<file path="config.mk">
export PLATFORM = sky130hd
export DESIGN_NAME = seq_detect_nonoverlap_flat
export DESIGN_NICKNAME = d
export VERILOG_FILES = /design/src/rtl/seq_detect_nonoverlap_if.sv /design/src/rtl/seq_detect_nonoverlap.sv /design/src/flat_wrapper.sv
export SDC_FILE = /design/constraint.sdc
export NUM_CORES = 1
export LEC_CHECK = 0
export BUFFER_PORTS_ARGS = -buffer_cell sky130_fd_sc_hd__buf_2
export CAP_MARGIN = 20
export CELL_PAD_IN_SITES_DETAIL_PLACEMENT = 2
export CELL_PAD_IN_SITES_GLOBAL_PLACEMENT = 2
export CORE_MARGIN = 8
export CORE_UTILIZATION = 27
export CTS_BUF_LIST = sky130_fd_sc_hd__clkbuf_2
export DETAILED_ROUTE_END_ITERATION = 12
export PLACE_DENSITY_LB_ADDON = 0.15
export SETUP_SLACK_MARGIN = 0.2
export SKIP_CTS_REPAIR_TIMING = 1
export SYNTH_ARGS = -nofsm -noshare
export SYNTH_HDL_FRONTEND = slang
export SYNTH_SLANG_ARGS = --single-unit
</file>
<file path="constraint.sdc">
create_clock -name clock_100Mhz -period 1.7 [get_ports clock_100Mhz]
set_input_delay 0.17 -clock clock_100Mhz [delete_from_list [all_inputs] [get_ports clock_100Mhz]]
set_output_delay 0.17 -clock clock_100Mhz [all_outputs]
set_load 0.03 [all_outputs]
</file>
<file path="src/rtl/seq_detect_nonoverlap_if.sv">
`default_nettype none
// ============================================================================
// Module   : seq_detect_nonoverlap_if
// Brief    : Bit-stream input and count/pulse/state outputs of the
//            non-overlapping serial sequence detector.
// Revision : 1.0 - initial release
// ============================================================================
interface seq_detect_nonoverlap_if #(
    parameter int PATTERN_LEN = 4,
    parameter int COUNT_W     = 8
);
    localparam int SW = $clog2(PATTERN_LEN + 1);

    logic               clear;
    logic               bit_valid;
    logic               bit_in;
    logic [COUNT_W-1:0] pattern_count;
    logic               match_pulse;
    logic [SW-1:0]      match_state;

    // Producer of the bit stream and consumer of the results
    modport master (
        output clear,
        output bit_valid,
        output bit_in,
        input  pattern_count,
        input  match_pulse,
        input  match_state
    );

    // The detector itself
    modport slave (
        input  clear,
        input  bit_valid,
        input  bit_in,
        output pattern_count,
        output match_pulse,
        output match_state
    );
endinterface
`default_nettype wire

</file>
<file path="src/rtl/seq_detect_nonoverlap.sv">
`default_nettype none
// ============================================================================
// Module   : seq_detect_nonoverlap
// Brief    : Serial non-overlapping pattern detector with a saturating match
//            counter. Prefix-tracking FSM whose mismatch fallback table is
//            derived from PATTERN at elaboration; all outputs registered.
// Revision : 1.0 - initial release
// ============================================================================
module seq_detect_nonoverlap #(
    parameter int                     PATTERN_LEN = 4,
    parameter logic [PATTERN_LEN-1:0] PATTERN     = 4'b1011,
    parameter int                     COUNT_W     = 8
) (
    input  wire logic                 clock_100Mhz,
    input  wire logic                 reset,
    seq_detect_nonoverlap_if.slave    bus
);

    localparam int                   c_SW        = $clog2(PATTERN_LEN + 1);
    localparam int                   c_TBL       = 2 ** c_SW;
    localparam logic [c_SW-1:0]      c_LAST      = c_SW'(PATTERN_LEN - 1);
    localparam logic [COUNT_W-1:0]   c_COUNT_MAX = '1;

    // Longest proper suffix of (first k pattern bits, b) that is also a
    // pattern prefix. Only used for the mismatch case, so lengths up to k.
    function automatic logic [c_SW-1:0] f_fallback(input int k, input logic b);
        logic [PATTERN_LEN-1:0] t_s;
        logic [PATTERN_LEN-1:0] t_p;
        logic                   s_bit;
        logic                   ok;
        int                     best;
        best = 0;
        for (int len = 1; len <= k; len++) begin
            ok = 1'b1;
            for (int j = 0; j < len; j++) begin
                // Position m of the (k+1)-bit history; the last one is b
                if ((k + 1 - len + j) == k) begin
                    s_bit = b;
                end else begin
                    t_s   = PATTERN >> (PATTERN_LEN - 1 - (k + 1 - len + j));
                    s_bit = t_s[0];
                end
                t_p = PATTERN >> (PATTERN_LEN - 1 - j);
                if (s_bit != t_p[0]) begin
                    ok = 1'b0;
                end
            end
            if (ok) begin
                best = len;
            end
        end
        return c_SW'(best);
    endfunction

    logic                w_exp_tbl  [c_TBL];
    logic [c_SW-1:0]     w_next_tbl [2*c_TBL];

    logic [c_SW-1:0]     r_state;
    logic [COUNT_W-1:0]  r_count;
    logic                r_pulse;

    // Expected next bit and mismatch fallback for every prefix length;
    // entries beyond PATTERN_LEN-1 are unreachable and tied to zero.
    generate
        for (genvar k = 0; k < c_TBL; k++) begin : g_state
            if (k < PATTERN_LEN) begin : g_used
                assign w_exp_tbl[k]      = PATTERN[PATTERN_LEN-1-k];
                assign w_next_tbl[2*k]   = f_fallback(k, 1'b0);
                assign w_next_tbl[2*k+1] = f_fallback(k, 1'b1);
            end else begin : g_unused
                assign w_exp_tbl[k]      = 1'b0;
                assign w_next_tbl[2*k]   = '0;
                assign w_next_tbl[2*k+1] = '0;
            end
        end
    endgenerate

    // Prefix FSM, saturating counter and one-cycle match pulse; clear acts
    // like reset and swallows any bit presented in the same cycle.
    always_ff @(posedge clock_100Mhz) begin
        if (reset || bus.clear) begin
            r_state <= '0;
            r_count <= '0;
            r_pulse <= 1'b0;
        end else begin
            r_pulse <= 1'b0;
            if (bus.bit_valid) begin
                if (bus.bit_in == w_exp_tbl[r_state]) begin
                    if (r_state == c_LAST) begin
                        // Full match: restart from empty, no suffix reuse
                        r_state <= '0;
                        r_pulse <= 1'b1;
                        if (r_count != c_COUNT_MAX) begin
                            r_count <= r_count + COUNT_W'(1);
                        end
                    end else begin
                        r_state <= r_state + c_SW'(1);
                    end
                end else begin
                    r_state <= w_next_tbl[{r_state, bus.bit_in}];
                end
            end
        end
    end

    assign bus.pattern_count = r_count;
    assign bus.match_pulse   = r_pulse;
    assign bus.match_state   = r_state;

endmodule
`default_nettype wire

</file>
<file path="src/flat_wrapper.sv">
// flat-port wrapper written by rule: the top's interface ports become plain ports
module seq_detect_nonoverlap_flat 
#(
    parameter int                     PATTERN_LEN = 4,
    parameter logic [PATTERN_LEN-1:0] PATTERN     = 4'b1011,
    parameter int                     COUNT_W     = 8
)
  (clock_100Mhz, reset, bus_clear, bus_bit_valid, bus_bit_in, bus_pattern_count, bus_match_pulse, bus_match_state);
  seq_detect_nonoverlap_if #(.PATTERN_LEN(PATTERN_LEN), .COUNT_W(COUNT_W)) bus_i ();
  input  wire logic clock_100Mhz;
  input  wire logic reset;
  input wire logic [$bits(bus_i.clear)-1:0] bus_clear;
  input wire logic [$bits(bus_i.bit_valid)-1:0] bus_bit_valid;
  input wire logic [$bits(bus_i.bit_in)-1:0] bus_bit_in;
  output wire logic [$bits(bus_i.pattern_count)-1:0] bus_pattern_count;
  output wire logic [$bits(bus_i.match_pulse)-1:0] bus_match_pulse;
  output wire logic [$bits(bus_i.match_state)-1:0] bus_match_state;
  assign bus_i.clear = bus_clear;
  assign bus_i.bit_valid = bus_bit_valid;
  assign bus_i.bit_in = bus_bit_in;
  assign bus_pattern_count = bus_i.pattern_count;
  assign bus_match_pulse = bus_i.match_pulse;
  assign bus_match_state = bus_i.match_state;
  seq_detect_nonoverlap #(.PATTERN_LEN(PATTERN_LEN), .PATTERN(PATTERN), .COUNT_W(COUNT_W)) u_core (.clock_100Mhz(clock_100Mhz), .reset(reset), .bus(bus_i));
endmodule
</file>
==> results by group, run 1 <==
Run status
  – Run status: finished with violations
  – Failing checks: setup timing

Die
  – Row count: 17
  – Core Area: 2190 um2
  – Die H: 63.8 um
  – Die area: 4070 um2
  – Initial Util: 0.282
  – IO Pins: 17
  – Die extent in x: 63.8 um

Logic synthesis
  – Synth Area in Simple Gates: 0.256
  – Mean Syn Cell Area: 8.81 um2
  – Post-Syn Instances: 70
  – Compound-cell area share of the yosys netlist: 0.207
  – Largest family of logic cells by synthesized area: simple AND/OR/NAND/NOR gates
  – Adder-Cell Fraction of Synth Area: 0.0609
  – Sequential fraction of the synthesis area: 0.389
  – Synth unique cells: 29
  – Syn Nets: 78
  – Post-synthesis mux area share: 0.0162
  – Mapped cell area: 617 um2
  – Yosys warnings: 0
  – Area share of xor/xnor cells in the synthesized design: 0.0284
  – Post-synthesis sequential element count: 12

Drt
  – Post-route ant nets: 0
  – Vias per inst: 5.10
  – Post-Route WL: 2100 um
  – Wirelength per Cell: 16.3 um
  – DR iter-0 viols: 8
  – DRC errors left: 0
  – Via count: 658
  – Router iterations before antenna repair: 4

Placed design
  – Dpl cell area: 847 um2
  – Gpl congestion: 0.741
  – IO Port Bufs: 16
  – Hpwl dp: 1540 um

Clock tree
  – CTS max path bufs: 2
  – H-tree depth: 1
  – TritonCTS clock tree: done
  – Clk_lat worst skew: 270 ps
  – Clock slew seen by the registers of the worst setup and hold paths: 130 ps
  – CTS Buf Count: 3
  – Clock Root Buffer: clkbuf_2
  – Clock sink count: 12

STA
  – Slew HR: 0.740
  – Final Cycle Share: 1.04
  – Min Clock Period, post-route: 1760 ps
  – Final-report hold violation count: 0
  – Min Hold Slack: 214 ps
  – Tightest Pin Transition: 385 ps
  – RSZ-0062 raised after global routing: yes
  – Max Freq: 567 MHz
  – Clock Skew: 2.64 ps
  – TNS Setup: -215 ps
  – Setup violators final: 6
  – Slew Limit Fails: 0
  – Slack of the critical path: -62.5 ps

GRT
  – First-pass GRT wire length: 3310 um
  – Grt ovf: 0
  – GRT Overall Usage: 0.101
  – Initial antenna violation count: 0
  – Largest net degree at the start of global routing: 12
  – Vias in the first global route: 705

Worst setup path
  – Slack of the worst reg-to-reg path: -60 ps
  – Worst reg2reg path startpoint: u_core.bus.match_state[1]
  – Critical Path AT: 1980 ps
  – Critical path class: flip-flop to flip-flop
  – Crit Reg-Reg Endpoint: u_core.bus.pattern_count[7]
  – Worst Reg-to-Reg Cells: 6
  – Startpoint types: flip-flop
  – CP Data Required Time: 1920 ps
  – CP endpoint kind: flip-flop
  – CP max FO: 6

Hold path
  – Worst Hold Class: input pin to flip-flop
  – Hold depth: 3
  – HP Start: reset
  – Hold EP: u_core.bus.match_state[2]

Power
  – Worst vdd ir: 378 uV
  – Pwr Density: 515 nW/um2
  – Total chip power: 493 uW
  – Leakage power: 0.000396 uW

Layout
  – Layout cell share with drive strength beyond 1: 0.525
  – Commonest non-fill, non-tap cell in the layout: buf_2
  – Final instance area: 958 um2
  – Nets: 110
  – Synthesis-to-layout area growth: 55.4%
  – Commonest non-fill, non-tap cells in the layout: 16 x buf_2, 12 x buf_4, 8 x dfxtp_1
  – ANT cells: 0

Flow run
  – Max cap viols: 0
[cell usage after synthesis (all sizes together)]
cell     count  area [um2]
a211o        1        8.76
a21o         1        7.51
a21oi        6        30.0
a2bb2oi      2        17.5
and2b        1        8.76
and3         2        12.5
and4         1        8.76
buf          1        11.3
clkbuf       1        3.75
dfxtp       12         240
ha           3        37.5
inv          3        11.3
mux2i        1        10.0
nand2        3        11.3
nand3        3        15.0
nand3b       1        7.51
nand4        1        6.26
nor2         5        18.8
nor3         1        5.00
nor3b        1        7.51
nor4b        1        8.76
o21ai        5        25.0
o31ai        4        30.0
o41ai        1        8.76
or2          1        6.26
or3          3        18.8
or4          3        22.5
xnor2        1        8.76
xor2         1        8.76
[per-stage QoR]
| step | util | worst slack, ps | instances |
|---|---|---|---|
| 2_1_floorplan | - | 26.6 | 70 |
| 3_3_place_gp | 0.387 | 14.9 | 123 |
| 3_5_place_dp | 0.387 | 1.58 | 123 |
| 4_1_cts | 0.396 | -55.4 | 127 |
| 5_1_grt | 0.437 | -142 | 129 |
| 6_report | 0.437 | -62.5 | 129 |
[power by group]
part / internal, uW / total [uW] / switching, uW
logic: 24.1 / 49.6 / 25.5
registers: 276 / 278 / 1.87
clock network: 62.4 / 165 / 103
total: 363 / 493 / 130
[registers in the layout, indices dropped and copies added (netlist names)]
signal                    flops
u_core.bus.match_state        3
u_core.bus.pattern_count      8
u_core.bus.match_pulse        1
[worst max-delay path: stages (launching register included)]
cell	delay, ps
dfxtp_4	390
inv_2	40
ha_4	160
xnor2_2	130
a211o_1	340
or4_4	510
a21oi_2	130
[cell type report]
| type | count | area [um2] |
|---|---|---|
| fillers | 241 | 1230 |
| multi-input cells | 53 | 455 |
| flip-flops and latches | 12 | 255 |
| repair buffers | 29 | 181 |
| well taps | 28 | 35.0 |
| clock buffers | 4 | 20.0 |
| inverters | 3 | 11.3 |
[per-layer routing]
| layer | up-vias | routed length, um | global-route usage |
|---|---|---|---|
| met5 | - | 0 | 0 |
| met4 | 0 | 14 | 0.0251 |
| met3 | 2 | 132 | 0.0557 |
| met2 | 14 | 1070 | 0.163 |
| met1 | 319 | 880 | 0.113 |
| li1 | 323 | - | - |
[cells by family after synthesis]
kind of cell | after synthesis
and+or+nand+nor | 27
AOI/OAI and AO/OA | 20
DFF | 12
buffers and inverters | 5
adders and majority gates | 3
xor gates and xnor gates | 2
muxes | 1
[how the worst max path moves through the flow]
| stage | start | endpoint | slack, ps | cells after the start |
|---|---|---|---|---|
| 6_report | u_core.bus.match_state[1] | u_core.bus.pattern_count[7] | -60 | 6 |
| 5_1_grt | u_core.bus.match_state[1] | u_core.bus.pattern_count[7] | -140 | 6 |
| 4_1_cts | u_core.bus.match_state[0] | u_core.bus.pattern_count[7] | -60 | 5 |
| 3_5_place_dp | u_core.bus.match_state[0] | u_core.bus.pattern_count[7] | 2 | 5 |
| 3_3_place_gp | u_core.bus.pattern_count[1] | u_core.bus.pattern_count[5] | 10 | 5 |
| 2_1_floorplan | u_core.bus.pattern_count[1] | u_core.bus.pattern_count[7] | 30 | 5 |
Power figures use the tool's default switching activity.
==> run 2, diff against run 1 <==
- CORE_ASPECT_RATIO: unset -> 0.9
==> run 2 against run 1 <==
Compared with the run above: the run still ends with setup timing left; clock-buffer cell count stayed put; core utilization is 2.0 points higher; die area hardly changed; final cell count is 3.1% higher.
==> results by group, run 2 (synthesized netlist as in run 1, its figures left out) <==
Run status
  – Run status: finished with violations (unchanged)
  – Failing checks: setup timing (unchanged)

STA
  – Slew Limit Fails: 0 (unchanged)
  – Max Freq: 554 MHz (was 567 MHz)
  – Slack of the critical path: -105 ps (was -62.5 ps)
  – RSZ-0062 raised after global routing: yes (unchanged)
  – Slew HR: 0.773 (was 0.740)
  – Final Cycle Share: 1.06 (was 1.04)
  – Tightest Pin Transition: 336 ps (was 385 ps)
  – Final-report hold violation count: 0 (unchanged)
  – Setup violators final: 6 (unchanged)
  – Clock Skew: 2.17 ps (was 2.64 ps)
  – Min Clock Period, post-route: 1800 ps (was 1760 ps)

Worst setup path
  – CP max FO: 5 (was 6)
  – CP endpoint kind: flip-flop (unchanged)
  – Max stage delay on crit path: 480 ps (was 510 ps)
  – Startpoint types: flip-flop (unchanged)
  – Instance count on the critical path: 5 (was 6)
  – Crit Reg-Reg Endpoint: u_core.bus.pattern_count[5] (was u_core.bus.pattern_count[7])
  – Crit-path cells: ha_2 > nand3b_1 > a211o_4 > or4_4 > a21oi_2 (was inv_2 > ha_4 > xnor2_2 > a211o_1 > or4_4 > a21oi_2)
  – Largest delay share family, worst path: simple AND/OR/NAND/NOR gates (unchanged)
  – CP Data Required Time: 1920 ps (about the same)
  – Critical Path AT: 2030 ps (was 1980 ps)
  – Worst Reg-to-Reg Cells: 5 (was 6)
  – Worst Setup EP: u_core.bus.pattern_count[5] (was u_core.bus.pattern_count[7])
  – Worst path buffer plus inverter count: 0 (was 1)
  – Worst Setup SP: u_core.bus.match_state[0] (was u_core.bus.match_state[1])
  – Slack of the worst reg-to-reg path: -100 ps (was -60 ps)
  – Worst reg2reg path startpoint: u_core.bus.match_state[0] (was u_core.bus.match_state[1])
  – Slowest CP cell: or4_4 (unchanged)
  – Critical path class: flip-flop to flip-flop (unchanged)

Power
  – Total chip power: 504 uW (was 493 uW)
  – Leakage power: 0.000409 uW (was 0.000396 uW)
  – Worst vdd ir: 399 uV (was 378 uV)
  – Pwr Density: 510 nW/um2 (was 515 nW/um2)

Drt
  – Router iterations before antenna repair: 4 (unchanged)
  – Post-route ant nets: 0 (unchanged)
  – Post-Route WL: 2400 um (was 2100 um)
  – Wirelength per Cell: 18.1 um (was 16.3 um)
  – DR iter-0 viols: 16 (was 8)
  – Vias per inst: 5.38 (was 5.10)
  – DRC errors left: 0 (unchanged)
  – Via count: 716 (was 658)

GRT
  – Grt ovf: 0 (unchanged)
  – First-pass GRT wire length: 3300 um (was 3310 um)
  – Vias in the first global route: 733 (was 705)
  – Initial antenna violation count: 0 (unchanged)
  – GRT Overall Usage: 0.109 (was 0.101)
  – Largest net degree at the start of global routing: 12 (unchanged)

Die
  – Initial Util: 0.285 (was 0.282)
  – Row count: 16 (was 17)
  – Die H: 61.3 um (was 63.8 um)
  – Die area: 4070 um2 (about the same)
  – Core Area: 2160 um2 (was 2190 um2)
  – Die extent in x: 66.4 um (was 63.8 um)
  – IO Pins: 17 (unchanged)

Placed design
  – Gpl congestion: 0.728 (was 0.741)
  – Cells after DPL: 124 (was 123)
  – IO Port Bufs: 16 (unchanged)
  – Hpwl dp: 1550 um (was 1540 um)

Clock tree
  – Clock Root Buffer: clkbuf_2 (unchanged)
  – Clk_lat worst skew: 280 ps (was 270 ps)
  – CTS max path bufs: 2 (unchanged)
  – TritonCTS clock tree: done (unchanged)
  – Clock sink count: 12 (unchanged)
  – Clock slew seen by the registers of the worst setup and hold paths: 130 ps (about the same)
  – H-tree depth: 1 (unchanged)
  – CTS Buf Count: 3 (unchanged)

Layout
  – Nets: 115 (was 110)
  – Finished Layout Cells: 133 (was 129)
  – Commonest non-fill, non-tap cells in the layout: 16 x buf_2, 16 x buf_4, 8 x dfxtp_1 (was 16 x buf_2, 12 x buf_4, 8 x dfxtp_1)
  – Layout cell share with drive strength beyond 1: 0.547 (was 0.525)
  – ANT cells: 0 (unchanged)
  – Max FFs per register: 8 (unchanged)
  – Fill cells: 243 (was 241)
  – Synthesis-to-layout area growth: 60.2% (was 55.4%)

Hold path
  – Worst Hold Class: input pin to flip-flop (unchanged)

Flow run
  – Max cap viols: 0 (unchanged)
-- run 2: where the power goes --
part | switching (uW) | internal, uW | total, uW
combinational | 28.4 | 28.0 | 56.4
sequential | 1.73 | 276 | 278
clock | 107 | 62.4 | 169
-- run 2: layer usage --
| metal | vias to the layer above | routed length (um) | GRT usage |
|---|---|---|---|
| met5 | - | 0 | 0 |
| met4 | 0 | 19 | 0.0456 |
| met3 | 2 | 97 | 0.0491 |
| met2 | 10 | 1220 | 0.173 |
| met1 | 367 | 1060 | 0.124 |
| li1 | 337 | - | - |
-- run 2: worst min-delay path by stage --
stage                                            from                           to  depth (start not counted)
after global routing                            reset    u_core.bus.match_state[2]                          3
after floorplan                         bus_bit_valid       u_core.bus.match_pulse                          2
after detailed placement  u_core.bus.pattern_count[7]  u_core.bus.pattern_count[7]                          2
after global placement                          reset    u_core.bus.match_state[2]                          3
after CTS                                       reset    u_core.bus.match_state[2]                          3
final                                           reset    u_core.bus.match_state[2]                          3
-- run 2: cell type report --
cell class	instances	area, um2	area share
Multi-Input combinational cell	54	457	0.462
Timing Repair Buffer	33	211	0.214
Sequential cell	12	255	0.258
Clock buffer	4	20.0	0.0203
Tap cell	27	33.8	0.0342
Inverter	3	11.3	0.0114
-- run 2: worst min-delay path: stages --
cell	delay (ps)
buf_2	90
nor2_1	40
and3_1	150
-- run 2: per-stage QoR --
step | setup TNS, ps | utilization | cell area (um2) | hold slack [ps] | setup slack, ps
after floorplan | 0 | - | 664 | 341 | 26.6
after CTS | -329 | 0.407 | 881 | 196 | -108
final | -357 | 0.457 | 988 | 198 | -105
after global placement | -49.5 | 0.398 | 861 | 483 | -29.7
after global routing | -815 | 0.457 | 988 | 189 | -148
after detailed placement | -162 | 0.398 | 861 | 495 | -58.4
